## src/rtl/mux4_rr_arbiter.sv

```systemverilog
// -----------------------------------------------------------------------------
// mux4_rr_arbiter
//
// Round-robin arbiter and sequencer in front of a shared 4:1 single-bit mux.
// One requester at a time is granted. While it holds its request, the
// selected input bit is sampled into a registered output, up to HOLD_MAX
// samples per grant. After each grant a dead gap of GAP_CYCLES cycles lets
// the mux settle before the select lines can move again.
//
// Parameters
//   HOLD_MAX    maximum samples per grant (1..15)
//   GAP_CYCLES  dead cycles after a grant, before re-arbitration (0..7)
//
// Ports
//   clk        in   rising-edge clock
//   rst        in   synchronous, active-high reset
//   req[3:0]   in   per-requester request, bit i <-> mux input i
//   in[3:0]    in   data bits, bit i feeds mux input i
//   s0, s1     out  mux select lines (sel[0], sel[1]), registered
//   gnt[3:0]   out  one-hot grant, zero when no grant is active
//   out        out  registered sample of in[sel]
//   out_valid  out  out was sampled at the last edge
//   busy       out  arbiter is in GRANT or GAP
// -----------------------------------------------------------------------------
module mux4_rr_arbiter #(
    parameter int HOLD_MAX   = 4,
    parameter int GAP_CYCLES = 1
) (
    input  logic       clk,
    input  logic       rst,
    input  logic [3:0] req,
    input  logic [3:0] in,
    output logic       s0,
    output logic       s1,
    output logic [3:0] gnt,
    output logic       out,
    output logic       out_valid,
    output logic       busy
);

    typedef enum logic [1:0] {
        ST_IDLE  = 2'd0,
        ST_GRANT = 2'd1,
        ST_GAP   = 2'd2
    } state_t;

    localparam logic [3:0] HOLD_MAX_C = 4'(HOLD_MAX);
    localparam bit         HAS_GAP    = (GAP_CYCLES > 0);
    localparam logic [2:0] GAP_LOAD   = HAS_GAP ? 3'(GAP_CYCLES - 1) : 3'd0;

    state_t     state_q, state_d;
    logic [1:0] sel_q, sel_d;
    logic [1:0] ptr_q, ptr_d;
    logic [3:0] cnt_q, cnt_d;
    logic [2:0] gcnt_q, gcnt_d;
    logic [3:0] gnt_q, gnt_d;
    logic       out_q, out_d;
    logic       out_valid_q, out_valid_d;
    logic       busy_q, busy_d;

    logic [1:0] winner;
    logic       grant_end;

    // Round-robin pick: search ptr+1, ptr+2, ptr+3, ptr. Walking the offsets
    // from farthest to nearest lets the nearest set bit overwrite the rest,
    // so the just-served requester ends up with the lowest priority.
    function automatic logic [1:0] rr_pick(input logic [3:0] r, input logic [1:0] p);
        logic [1:0] idx;
        rr_pick = p;
        for (int k = 4; k >= 1; k--) begin
            idx = p + 2'(k);
            if (r[idx]) begin
                rr_pick = idx;
            end
        end
    endfunction

    always_comb begin
        // NOTE: every signal gets a default before the case so no path
        // leaves one unassigned and no latch is inferred.
        state_d     = state_q;
        sel_d       = sel_q;
        ptr_d       = ptr_q;
        cnt_d       = cnt_q;
        gcnt_d      = gcnt_q;
        gnt_d       = gnt_q;
        out_d       = out_q;
        out_valid_d = out_valid_q;
        winner      = rr_pick(req, ptr_q);
        grant_end   = 1'b0;

        case (state_q)
            ST_IDLE: begin
                // No sample is taken at an arbitration edge.
                out_valid_d = 1'b0;
                if (req != 4'b0000) begin
                    sel_d   = winner;
                    ptr_d   = winner;
                    gnt_d   = 4'b0001 << winner;
                    cnt_d   = 4'd0;
                    state_d = ST_GRANT;
                end
            end

            ST_GRANT: begin
                if (req[sel_q]) begin
                    out_d       = in[sel_q];
                    out_valid_d = 1'b1;
                    cnt_d       = cnt_q + 4'd1;
                    // The last allowed sample closes the grant at the same edge.
                    if ((cnt_q + 4'd1) == HOLD_MAX_C) begin
                        grant_end = 1'b1;
                    end
                end else begin
                    // Requester released early: no sample, out keeps its value.
                    out_valid_d = 1'b0;
                    grant_end   = 1'b1;
                end

                if (grant_end) begin
                    gnt_d = 4'b0000;
                    if (HAS_GAP) begin
                        state_d = ST_GAP;
                        gcnt_d  = GAP_LOAD;
                    end else begin
                        state_d = ST_IDLE;
                    end
                end
            end

            ST_GAP: begin
                out_valid_d = 1'b0;
                gnt_d       = 4'b0000;
                if (gcnt_q == 3'd0) begin
                    state_d = ST_IDLE;
                end else begin
                    gcnt_d = gcnt_q - 3'd1;
                end
            end

            default: begin
                state_d = ST_IDLE;
                gnt_d   = 4'b0000;
            end
        endcase

        // busy is registered from the next state so it lines up with state_q.
        busy_d = (state_d != ST_IDLE);
    end

    // NOTE: sequential state uses non-blocking assignments so every flop
    // samples the pre-edge values, independent of statement order.
    always_ff @(posedge clk) begin
        // NOTE: every register here is a small control flop, so all of them
        // are reset; reset wins over any in-flight grant or gap.
        if (rst) begin
            state_q     <= ST_IDLE;
            sel_q       <= 2'd0;
            ptr_q       <= 2'd3;
            cnt_q       <= 4'd0;
            gcnt_q      <= 3'd0;
            gnt_q       <= 4'b0000;
            out_q       <= 1'b0;
            out_valid_q <= 1'b0;
            busy_q      <= 1'b0;
        end else begin
            state_q     <= state_d;
            sel_q       <= sel_d;
            ptr_q       <= ptr_d;
            cnt_q       <= cnt_d;
            gcnt_q      <= gcnt_d;
            gnt_q       <= gnt_d;
            out_q       <= out_d;
            out_valid_q <= out_valid_d;
            busy_q      <= busy_d;
        end
    end

    assign s0        = sel_q[0];
    assign s1        = sel_q[1];
    assign gnt       = gnt_q;
    assign out       = out_q;
    assign out_valid = out_valid_q;
    assign busy      = busy_q;

endmodule

```

## config.mk

```make
export PLATFORM = sky130hd
export DESIGN_NAME = mux4_rr_arbiter
export DESIGN_NICKNAME = d
export VERILOG_FILES = /design/src/rtl/mux4_rr_arbiter.sv
export SDC_FILE = /design/constraint.sdc
export NUM_CORES = 1
export LEC_CHECK = 0
export ABC_AREA = 1
export BUFFER_PORTS_ARGS = -buffer_cell sky130_fd_sc_hd__buf_4
export CAP_MARGIN = 20
export CELL_PAD_IN_SITES_DETAIL_PLACEMENT = 1
export CELL_PAD_IN_SITES_GLOBAL_PLACEMENT = 1
export CORE_ASPECT_RATIO = 0.9
export CORE_MARGIN = 3
export CORE_UTILIZATION = 38
export CTS_CLUSTER_SIZE = 10
export DETAILED_ROUTE_END_ITERATION = 6
export PLACE_DENSITY = 0.75
export SYNTH_ARGS = -nofsm -noshare
export SYNTH_HDL_FRONTEND = slang
export SYNTH_SLANG_ARGS = --single-unit
```

## constraint.sdc

```tcl
create_clock -name clk -period 1.51 [get_ports clk]
set_input_delay 0.151 -clock clk [delete_from_list [all_inputs] [get_ports clk]]
set_output_delay 0.151 -clock clk [all_outputs]
set_load 0.05 [all_outputs]
```

==> Word-level counts from Yosys, hierarchy flattened <==
Index checks and enable logic that the tools add are counted.
{ "op_classes": {"n_addsub": 5, "order_cmp": 4, "n_eq_ne": 7, "n_shift": 1, "n_mux": 31, "reduce_logical": 13} }
{ "op_table": {"columns": ["operator", "count"], "rows": [
  ["4-bit 2-to-1 mux", 4],
  ["4-bit one-hot mux with 2 select lines", 2],
  ["2-bit by 3-bit less-than comparator with 1-bit output (second input constant)", 4],
  ["2-bit 2-to-1 mux", 6],
  ["1-bit binary-select mux with 2-bit select", 5],
  ["1-bit 2-to-1 mux", 9],
  ["2-bit inequality test (second input constant)", 4],
  ["2-bit nonzero test", 4],
  ["3-bit 2-to-1 mux", 2],
  ["2-bit one-hot mux with 3 select lines", 1],
  ["3-bit one-hot mux with 2 select lines", 1],
  ["2-bit AND reduction", 3],
  ["3-bit AND reduction", 2],
  ["2-bit adder (second input constant)", 2],
  ["4-bit by 1-bit adder with 4-bit output (second input constant)", 1],
  ["4-bit by 3-bit equality test with 1-bit output (second input constant)", 1],
  ["4-bit nonzero test", 1],
  ["1-bit by 2-bit left shift with 4-bit output (first input constant)", 1],
  ["3-bit zero test", 1],
  ["3-bit by 1-bit subtractor with 3-bit output (second input constant)", 1],
  ["2-bit by 1-bit adder with 2-bit output (second input constant)", 1],
  ["2-bit by 1-bit equality test with 1-bit output (second input constant)", 1],
  ["2-bit equality test (second input constant)", 1],
  ["2-bit zero test", 1],
  ["other kinds (2)", 2]
]} }
{ "word_totals": {"register_bits": 20, "inputBits": 10, "out_inout_bits": 9, "wordCells": 70} }

==> Depth between registers and ports, before layout <==
Gate-level depths: netlist of run 1.
{ "depth": {"ltp_word": 9, "depth_mapped": 13, "ltp_nobuf": 12} }

==> Worst setup path before layout of run 1 <==
No wires, ideal clock.
{ "synth_timing": {"path_kind": "register to register", "start": "reg sel_q[0]", "end": "reg busy_q (netlist: busy)", "setup_time_ns": 0.120, "arrival_ns": 1.509, "t_required_ns": 1.390, "slack_ns": -0.119, "stages_incl_launch_ff": 9, "path_buffers": 0, "synth_period_minus_slack_ns": 1.629, "cell_sequence": "dfxtp_1 -> a21oi_1 -> o21ai_0 -> nand3_1 -> nand2_1 -> nand2_1 -> nand2_1 -> inv_1 -> or2_1"} }
{ "synth_between": {"elab_chain_len": 7} }
{ "synth_lines": {"columns": ["item", "line_no", "text"], "rows": [
  ["start, declared", "52", "logic [1:0] sel_q, sel_d;"],
  ["start signal, assigned", "168", "sel_q <= sel_d;"],
  ["1-bit binary-select mux with 2-bit select", "106", "if (req[sel_q]) begin"],
  ["1-bit 2-to-1 mux (not written as such)", "106", null],
  ["1-bit 2-to-1 mux", "106", null],
  ["1-bit 2-to-1 mux", "92", "case (state_q)"],
  ["2-bit 2-to-1 mux", "120", "if (grant_end) begin"],
  ["2-bit one-hot mux with 3 select lines", "92", null],
  ["2-bit nonzero test", "148", "busy_d = (state_d != ST_IDLE);"],
  ["end signal, assigned", "175", "busy_q <= busy_d;"],
  ["end, declared", "59", "logic busy_q, busy_d;"]
]} }
Every way passes these cells. The select of a mux whose other input is x is not followed.
A chain may end at the register's enable or synchronous reset.

==> Worst setup path after layout of run 1 <==
{ "layout_timing": {"start": "reg sel_q[0]", "end": "reg cnt_q[2]"} }
{ "layout_between": {"elab_chain_len": 4} }
{ "layout_lines": {"columns": ["item", "line_no", "text"], "rows": [
  ["1-bit binary-select mux with 2-bit select", "106", null],
  ["1-bit 2-to-1 mux (not written as such)", "106", null],
  ["2-bit inequality test (no source line)", null, null],
  ["3-bit AND reduction (no source line)", null, null],
  ["end signal, assigned", "170", "cnt_q <= cnt_d;"],
  ["end, declared", "54", "logic [3:0] cnt_q, cnt_d;"]
]} }
Every way passes these cells. The select of a mux whose other input is x is not followed.

==> results of run 1 <==
==> per-stage QoR <==
stage          hold WS, ns  total power [mW]  setup WS, ns  utilization, %
2_1_floorplan        0.341              2.00        0.0849               -
4_1_cts             0.0806              2.78        0.0301            51.3
5_1_grt              0.103              3.30       -0.0653            55.5
3_3_place_gp         0.408              2.41         0.122            49.9
6_report             0.100              3.02        0.0646            55.5
3_5_place_dp         0.420              2.46        0.0626            49.9
==> worst max-delay path, cell delays in order, from the launching register on <==
cell and delay [ns]:
dfxtp_4 0.38, inv_2 0.09, nand2_1 0.06, nand3_1 0.09
nand2_1 0.10, nor2_4 0.19, inv_4 0.07, nand2_4 0.08
nand2_2 0.05, xor2_1 0.17, nor2_1 0.07
==> layer usage <==
metal  vias up  track usage [%]  wire, um
met3         2             5.20       125
met5         -                0         0
met4         0             5.05        14
li1        577                -         -
met1       534             21.8      1430
met2        22             28.5      1390
==> timing repair <==
action,CTS,global route
resized for setup,0,32
buffers inserted,0,3
setup endpoints to repair,0,12
==> kinds of logic after synthesis <==
family	share of synthesized area, %
AND/OR/NAND/NOR	34.9
AO/OA/AOI/OAI	13.7
adder cells (fa/ha/maj)	3.48
XOR/XNOR	1.62
buffers and inverters	9.27
flip-flops	37.1
==> cell usage in the layout, fill, tap and decap left out, types with 2 or more instances in the layout <==
master,instances
o21ai_2,2
nand2_2,14
o211ai_1,2
xor2_1,2
o22ai_1,2
dfxtp_2,5
nand3_2,2
inv_2,2
a21oi_2,3
nand4_1,3
nand3_1,10
inv_1,18
dfxtp_1,14
clkbuf_4,3
a21oi_1,10
nand2_1,43
ha_1,3
buf_4,23
o21ai_0,4
nor2_1,11
==> report_power, final <==
part	total (mW)	switching, mW	internal, mW
logic	1.89	1.25	0.643
registers	0.830	0.132	0.698
clock network	0.303	0.157	0.147
total	3.02	1.54	1.49
==> flip-flops by register name (all words and copies together), names as in the netlist <==
name / cells
busy: 1
cnt_q: 4
gcnt_q: 3
gnt: 4
out: 1
out_valid: 1
ptr_q: 2
sel_q: 2
state_q: 2
==> area by class of cell <==
class	count	area, um2	share of cell area (%)
flip-flops and latches	20	410	28.7
repair buffers	24	193	13.5
multi-input cells	119	649	45.4
well taps	38	47.5	3.33
inverters	22	92.6	6.48
clock buffers	4	36.3	2.54
==> worst max-delay path by stage <==
stage,start,to,slack (ns)
6_report,sel_q[0],cnt_q[2],0.06
5_1_grt,sel_q[1],cnt_q[2],-0.07
4_1_cts,ptr_q[0],gnt[1],0.03
3_5_place_dp,ptr_q[0],ptr_q[0],0.06
3_3_place_gp,cnt_q[0],busy,0.12
2_1_floorplan,sel_q[0],busy,0.08
==> impl_metrics.tcl, run 1 <==
set metrics [dict create \
    drive_gt1_share_pct 33.3 \
    finClkSkew_ns 0.00184 \
    clk_pin_slew_ns 0.11 \
    finalSetupTns_ns 0 \
    port_buffers 18 \
    n_antenna_cell 0 \
    clk_latency_ns 0.29 \
    die_h_um 56.6 \
    antenna_found_initial 0 \
    syn_inst 163 \
    ys.flop_type "dfxtp_1" \
    fillers 341 \
    place_area_um2 1280 \
    ys_seq_elements 20 \
    die_w_um 62.2 \
    yosys-top-cells-area "dfxtp_1 37%, nand2_1 19%, inv_1 7.0%" \
    cts-root-buf "clkbuf_4" \
    hold_viol 0 \
    cap_violations 0 \
    pin_count 19 \
    worstHoldEndpoint "gnt[3]" \
    die-area_um2 3520 \
    synth_top_area_share_pct 37.1 \
    cts_made_buffers 3 \
    setup_viol 0 \
    place_inst 220 \
    wl_per_cell_um 13.1 \
    async_flop_share_pct 0 \
    totalWireLength_um 2960 \
    hold_class "input pin to flop" \
    vias_per_cell 5.00 \
    slew_viol_final 0 \
    dp.final_hpwl_um 2240 \
    crit_fanout 7 \
    drc 0 \
    hp-start "rst" \
    synth_common_cells "54 x nand2_1, 20 x dfxtp_1, 20 x inv_1" \
    grt_pass1_wl_um 5020 \
    initial_core_util_pct 42.0 \
    start_kind "flop" \
    layoutNonFillerInstCount 227 \
    synth.most_common_cell "nand2_1" \
    grt_pass1_vias 1187 \
    tightest_slew_ns 0.270 \
    min_path_cells 2 \
    fin_crit_sh_pct 95.7 \
    first_pass_iters 4 \
    outcome "completed" \
    detail-route-antenna-nets 0 \
    grt_setup_unrepaired "true" \
    power_leakage_nw 0.676 \
    grt_overflow 0 \
    gp_congestion 0.786 \
    syn_to_final_growth_pct 32.3 \
    fin_area_um2 1430 \
    cts_tree "done" \
    cts_buffer_depth 2 \
    yosys_warnings 0 \
    critPathCaptureType "flop" \
    fmax_mhz 692 \
    ctsHoldBuffers 0 \
    synth_edf_count 0 \
    yosysTopAreaCell "dfxtp_1" \
    core_um2 2570 \
    vias 1135 \
    drtIter0Drc 20 \
    worstPathRequired_ns 1.70 \
    power_density_nw_per_um2 2120 \
    r2r_cells 10 \
    syn_nets 176 \
    min_period_ns 1.45 \
    grt_usage_pct 17.3 \
    rr_endpoint "cnt_q[2]" \
    worstSetupPathType "flop to flop" \
    num-nets-final 203 \
    reg2reg_setup_slack_ns 0.06 \
    num_rows 17 \
    synth.distinct_cells 24 \
    syn_avg_cell_area_um2 6.62 \
    grt_max_degree 12 \
    htree_levels 1 \
    vdd_drop_max_mv 1.20 \
    rr_startpoint "sel_q[0]" \
    worstPathArrival_ns 1.64 \
    ys_seq_area_share_pct 37.1 \
    slew_headroom_pct 81.8 \
    syn_area_um2 1080 \
    clock_sinks 20 \
]
Power figures use the tool's default switching activity.
==> inputs of run 2 (changes only) <==
ABC_AREA = not set   (was 1)
CORE_UTILIZATION = 40   (was 38)
PLACE_DENSITY = 0.74   (was 0.75)
==> impl_metrics.tcl, run 2 <==
set metrics [dict create \
    grt_overflow 0 \
    die_h_um 52.7 \
    power_density_nw_per_um2 1350 \
    cp_slowest_cell "mux4_2" \
    final_util_pct 55.5 \
    critPathCaptureType "flop" \
    ys_seq_area_share_pct 41.3 \
    antenna_found_initial 0 \
    grt_pass1_wl_um 4270 \
    finClkSkew_ns 0.00332 \
    drc 0 \
    wl_per_cell_um 15.6 \
    async_flop_share_pct 0 \
    finalSetupTns_ns -0.136 \
    syn_inst 102 \
    top_usage_layer "met2" \
    syn_avg_cell_area_um2 9.49 \
    num-nets-final 145 \
    die_w_um 57.9 \
    slew_viol_final 0 \
    layoutNonFillerInstCount 158 \
    vias 886 \
    slew_headroom_pct 39.5 \
    syn_nets 115 \
    worstPathRequired_ns 1.72 \
    htree_levels 1 \
    synth_common_cells "20 x dfxtp_1, 9 x nor2_1, 7 x inv_1" \
    detail-route-antenna-nets 0 \
    grt_max_degree 16 \
    cap_violations 0 \
    postCtsSetupRepairBufs 0 \
    clk_latency_ns 0.30 \
    syn_area_um2 968 \
    drtIter0Drc 20 \
    cts_buffer_depth 2 \
    die-area_um2 3050 \
    worstSetupPathType "flop to flop" \
    crit_family "multiplexers" \
    n_antenna_cell 0 \
    grt_pass1_vias 929 \
    power_leakage_nw 0.543 \
    port_buffers 18 \
    place_area_um2 1200 \
    place_inst 154 \
    min_period_ns 1.55 \
    first_pass_iters 6 \
    cpPeakStageDelay_ns 0.61 \
    clk_pin_slew_ns 0.12 \
    crit_fanout 8 \
    yosys_warnings 0 \
    ys_seq_elements 20 \
    gp_congestion 0.775 \
    vias_per_cell 5.61 \
    core_um2 2240 \
    layout.cells.most_common "buf_4" \
    worstPathArrival_ns 1.76 \
    grt_usage_pct 18.0 \
    syn_to_final_growth_pct 28.6 \
    final_cell_mix "26 x buf_4, 17 x dfxtp_1, 9 x nor2_1" \
    synth_edf_count 0 \
    synth.distinct_cells 38 \
    worstPathCellList "mux4_2, nand4_1, nand2_2, a32o_1" \
    synth_top_area_share_pct 41.3 \
    power.total_mw 1.67 \
    num_rows 16 \
    clock_sinks 20 \
    synth.most_common_cell "dfxtp_1" \
    fin_crit_sh_pct 103 \
    ctsHoldBuffers 0 \
    yosys-top-cells-area "dfxtp_1 41%, a32o_1 4.1%, ha_1 3.9%" \
    ys.flop_type "dfxtp_1" \
    global_route.usage.met1_pct 24.1 \
    vdd_drop_max_mv 0.829 \
    hold_class "input pin to flop" \
    grt_util_met3_pct 4.68 \
    outcome "finished, violations left" \
    drive_gt1_share_pct 30.5 \
    setup_viol 4 \
    cts-root-buf "clkbuf_4" \
    tightest_slew_ns 0.900 \
    totalWireLength_um 2460 \
    fin_area_um2 1240 \
    failed_checks "negative setup slack" \
    start_kind "flop" \
    fmax_mhz 645 \
    initial_core_util_pct 43.2 \
    dp.final_hpwl_um 1950 \
    grt_setup_unrepaired "true" \
    setup_ws_ns -0.0410 \
    gr-usage-met2_pct 27.8 \
    crit_buf_inv 0 \
    cts_tree "done" \
    yosysTopAreaCell "dfxtp_1" \
    hold_viol 0 \
    pin_count 19 \
    cts_made_buffers 3 \
]
==> run 2: cell types whose count changed in the layout (fill, tap and decap cells not counted), moves of 4 or more <==
cell | previous run | this run
a21oi_1 | 10 | 5
a32o_1 | 0 | 4
nand2_2 | 14 | 1
nand2_1 | 43 | 3
inv_1 | 18 | 7
nand3_1 | 10 | 4
==> run 2: final timing paths <==
path | from | to | slack (ns) | cells past startpoint
setup reg to reg | sel_q[0] | gnt[2] | -0.04 | 4
hold / removal | rst | state_q[1] | 0.12 | 2
setup / recovery | sel_q[0] | gnt[2] | -0.04 | 4
hold reg to reg | out | out | 0.48 | 2
==> run 2: stage by stage <==
step	worst slack (ns)	hold WS [ns]
2_1_floorplan	-0.0712	0.357
3_3_place_gp	-0.00178	0.444
3_5_place_dp	-0.0521	0.454
4_1_cts	-0.0415	0.122
5_1_grt	-0.116	0.117
6_report	-0.0410	0.120
==> run 2: layout make-up <==
class | instances | area [um2]
fillers | 273 | 997
multi-input cells | 73 | 536
flip-flops and latches | 20 | 407
repair buffers | 27 | 206
clock buffers | 4 | 36.3
well taps | 27 | 33.8
inverters | 7 | 26.3
==> run 2: worst reg2reg max path, delay by kind of cell (launching register included) <==
family / cells / cell delay [ns]
compound gates: 1 / 0.22
simple gates: 2 / 0.26
mux: 1 / 0.61
flops: 1 / 0.37
==> run 2: power by group <==
part | switching, mW | internal (mW) | leakage (nW)
logic | 0.395 | 0.274 | 0.357
registers | 0.0797 | 0.608 | 0.165
clock network | 0.171 | 0.147 | 0.0210
total | 0.646 | 1.03 | 0.543
==> run 2: logic make-up after synthesis <==
family	share of synthesized area, %
compound gates	20.3
xor+xnor	4.52
mux	6.07
buf+inv	3.62
flops	41.3
simple gates	20.3
fa+ha+maj	3.88
==> run 2: what timing repair did <==
| action | 4_1_cts | 5_1_grt |
|---|---|---|
| hold endpoints to repair | 0 | 0 |
| endpoints found under the setup margin | 7 | 13 |
| resized for setup | 1 | 2 |
| pin swaps | 4 | 2 |
==> run 2: metal layers <==
layer  up-vias  routed length [um]
met3         4                  74
met1       433                1190
met5         -                   0
met2        17                1170
met4         0                  25
li1        432                   -
==> inputs of run 3 (changes only) <==
GPL_TIMING_DRIVEN = 0   (was not set)
==> impl_metrics.tcl, run 3 (same netlist as run 2, synthesis figures left out) <==
set metrics [dict create \
    worstPathCellList "mux4_2, nand4_1, nand2_2, a32o_1" \
    rr_startpoint "sel_q[0]" \
    finClkSkew_ns 0.0154 \
    slew_viol_final 0 \
    crit_family "multiplexers" \
    cp_slowest_cell "mux4_2" \
    pin_count 19 \
    die_w_um 57.9 \
    first_pass_iters 4 \
    drt-met1-wl_um 1120 \
    grt_max_degree 12 \
    worstSetupPathType "flop to flop" \
    setup_viol 6 \
    dr.max_layer_used "met4" \
    dp_slack_ns -0.136 \
    wl_per_cell_um 16.3 \
    worstPathRequired_ns 1.70 \
    grt_overflow 0 \
    clk_latency_ns 0.30 \
    gp_congestion 0.768 \
    n_antenna_cell 0 \
    vias 886 \
    hold_class "input pin to flop" \
    power_leakage_nw 0.523 \
    vdd_drop_max_mv 0.929 \
    port_buffers 18 \
    grt_usage_pct 18.7 \
    tightest_slew_ns 0.595 \
    slew_headroom_pct 60.0 \
    clock_sinks 20 \
    drtIter0Drc 50 \
    cts_buffer_depth 2 \
    vias_per_cell 5.72 \
    outcome "finished, violations left" \
    detail-route-antenna-nets 0 \
    power_density_nw_per_um2 1320 \
    num-nets-final 142 \
    cts-root-buf "clkbuf_4" \
    drc 0 \
    worstHoldEndpoint "state_q[0]" \
    place_area_um2 1140 \
    crit_fanout 8 \
    reg2reg_setup_slack_ns -0.09 \
    hold_viol 0 \
    fin_crit_sh_pct 106 \
    initial_core_util_pct 43.2 \
    cts_tree "done" \
    htree_levels 1 \
    grt_pass1_wl_um 4280 \
    totalWireLength_um 2520 \
    min_path_cells 4 \
    failed_checks "negative setup slack" \
    drive_gt1_share_pct 34.4 \
    antenna_found_initial 0 \
    core_um2 2240 \
    worstPathArrival_ns 1.79 \
    wl_met3_um 93 \
    syn_to_final_growth_pct 28.0 \
    setup_ws_ns -0.0856 \
    die_h_um 52.7 \
    clk_pin_slew_ns 0.12 \
    critPathCaptureType "flop" \
    start_kind "flop" \
    cpPeakStageDelay_ns 0.62 \
    power.total_mw 1.63 \
    hp-start "rst" \
    grt_pass1_vias 902 \
    dp.final_hpwl_um 1830 \
    final_cell_mix "21 x buf_4, 16 x dfxtp_1, 9 x nor2_1" \
    cap_violations 0 \
    layout.cells.most_common "buf_4" \
    cts_made_buffers 3 \
    crit_buf_inv 0 \
    rr_endpoint "gnt[1]" \
    num_rows 16 \
    die-area_um2 3050 \
    r2r_cells 4 \
    wl_met2_um 1290 \
    fin_area_um2 1240 \
    fmax_mhz 627 \
    min_period_ns 1.60 \
    ctsHoldBuffers 0 \
    grt_setup_unrepaired "true" \
]
## run 3: cell count changes in the layout (fill, tap and decap cells not counted), moves of 2 or more
cell      previous run  this run
buf_4               26        21
clkbuf_1             0         2
nor3_1               4         2
nor3_2               0         2
## run 3: power breakdown
part | switching [mW] | internal, mW
logic | 0.418 | 0.272
registers | 0.0733 | 0.608
clock network | 0.159 | 0.103
total | 0.650 | 0.982
## run 3: tightest hold or removal path, cell delays in order
cell,delay [ns]
buf_4,0.13
nor4_2,0.08
inv_1,0.06
nand2_1,0.05
## run 3: worst max path at each step
stage                  start      to  slack [ns]  depth (start not counted)
global placement    cnt_q[0]  gnt[3]       -0.07                          5
finish              sel_q[0]  gnt[1]       -0.09                          4
detailed placement  cnt_q[0]  gnt[2]       -0.14                          5
floorplan           sel_q[0]  gnt[0]       -0.07                          4
CTS                 sel_q[0]  gnt[2]       -0.09                          4
global route        sel_q[0]  gnt[1]       -0.14                          4
## run 3: through the flow
stage | utilization [%] | TNS [ns] | cells | hold WS [ns]
after floorplan | - | -0.364 | 102 | 0.357
after global placement | 50.9 | -0.308 | 147 | 0.445
after detailed placement | 50.9 | -0.628 | 147 | 0.452
after CTS | 53.9 | -0.364 | 155 | 0.204
after global routing | 55.3 | -0.907 | 155 | 0.222
final | 55.3 | -0.346 | 155 | 0.221
## run 3: routing by layer
layer / up-vias / GRT usage, %
met5: - / 0
met4: 0 / 4.63
met3: 2 / 4.68
met2: 13 / 33.3
met1: 443 / 22.5
li1: 428 / -
## run 3: timing repair
| action | CTS | global route |
|---|---|---|
| gates resized for setup | 4 | 9 |
| endpoints found under the setup margin | 11 | 16 |
| buffers inserted | 4 | 0 |
| pin swaps | 5 | 7 |
| hold endpoints to repair | 0 | 0 |
## run 3: cell type report
cell class                 instances  area (um2)
fill                             261        1000
multi-input combinational         73         568
sequential                        20         408
timing repair buffer              22         169
tap                               27        33.8
clock buffer                       4        26.3
inverter                           7        26.3
buffer                             2        8.76
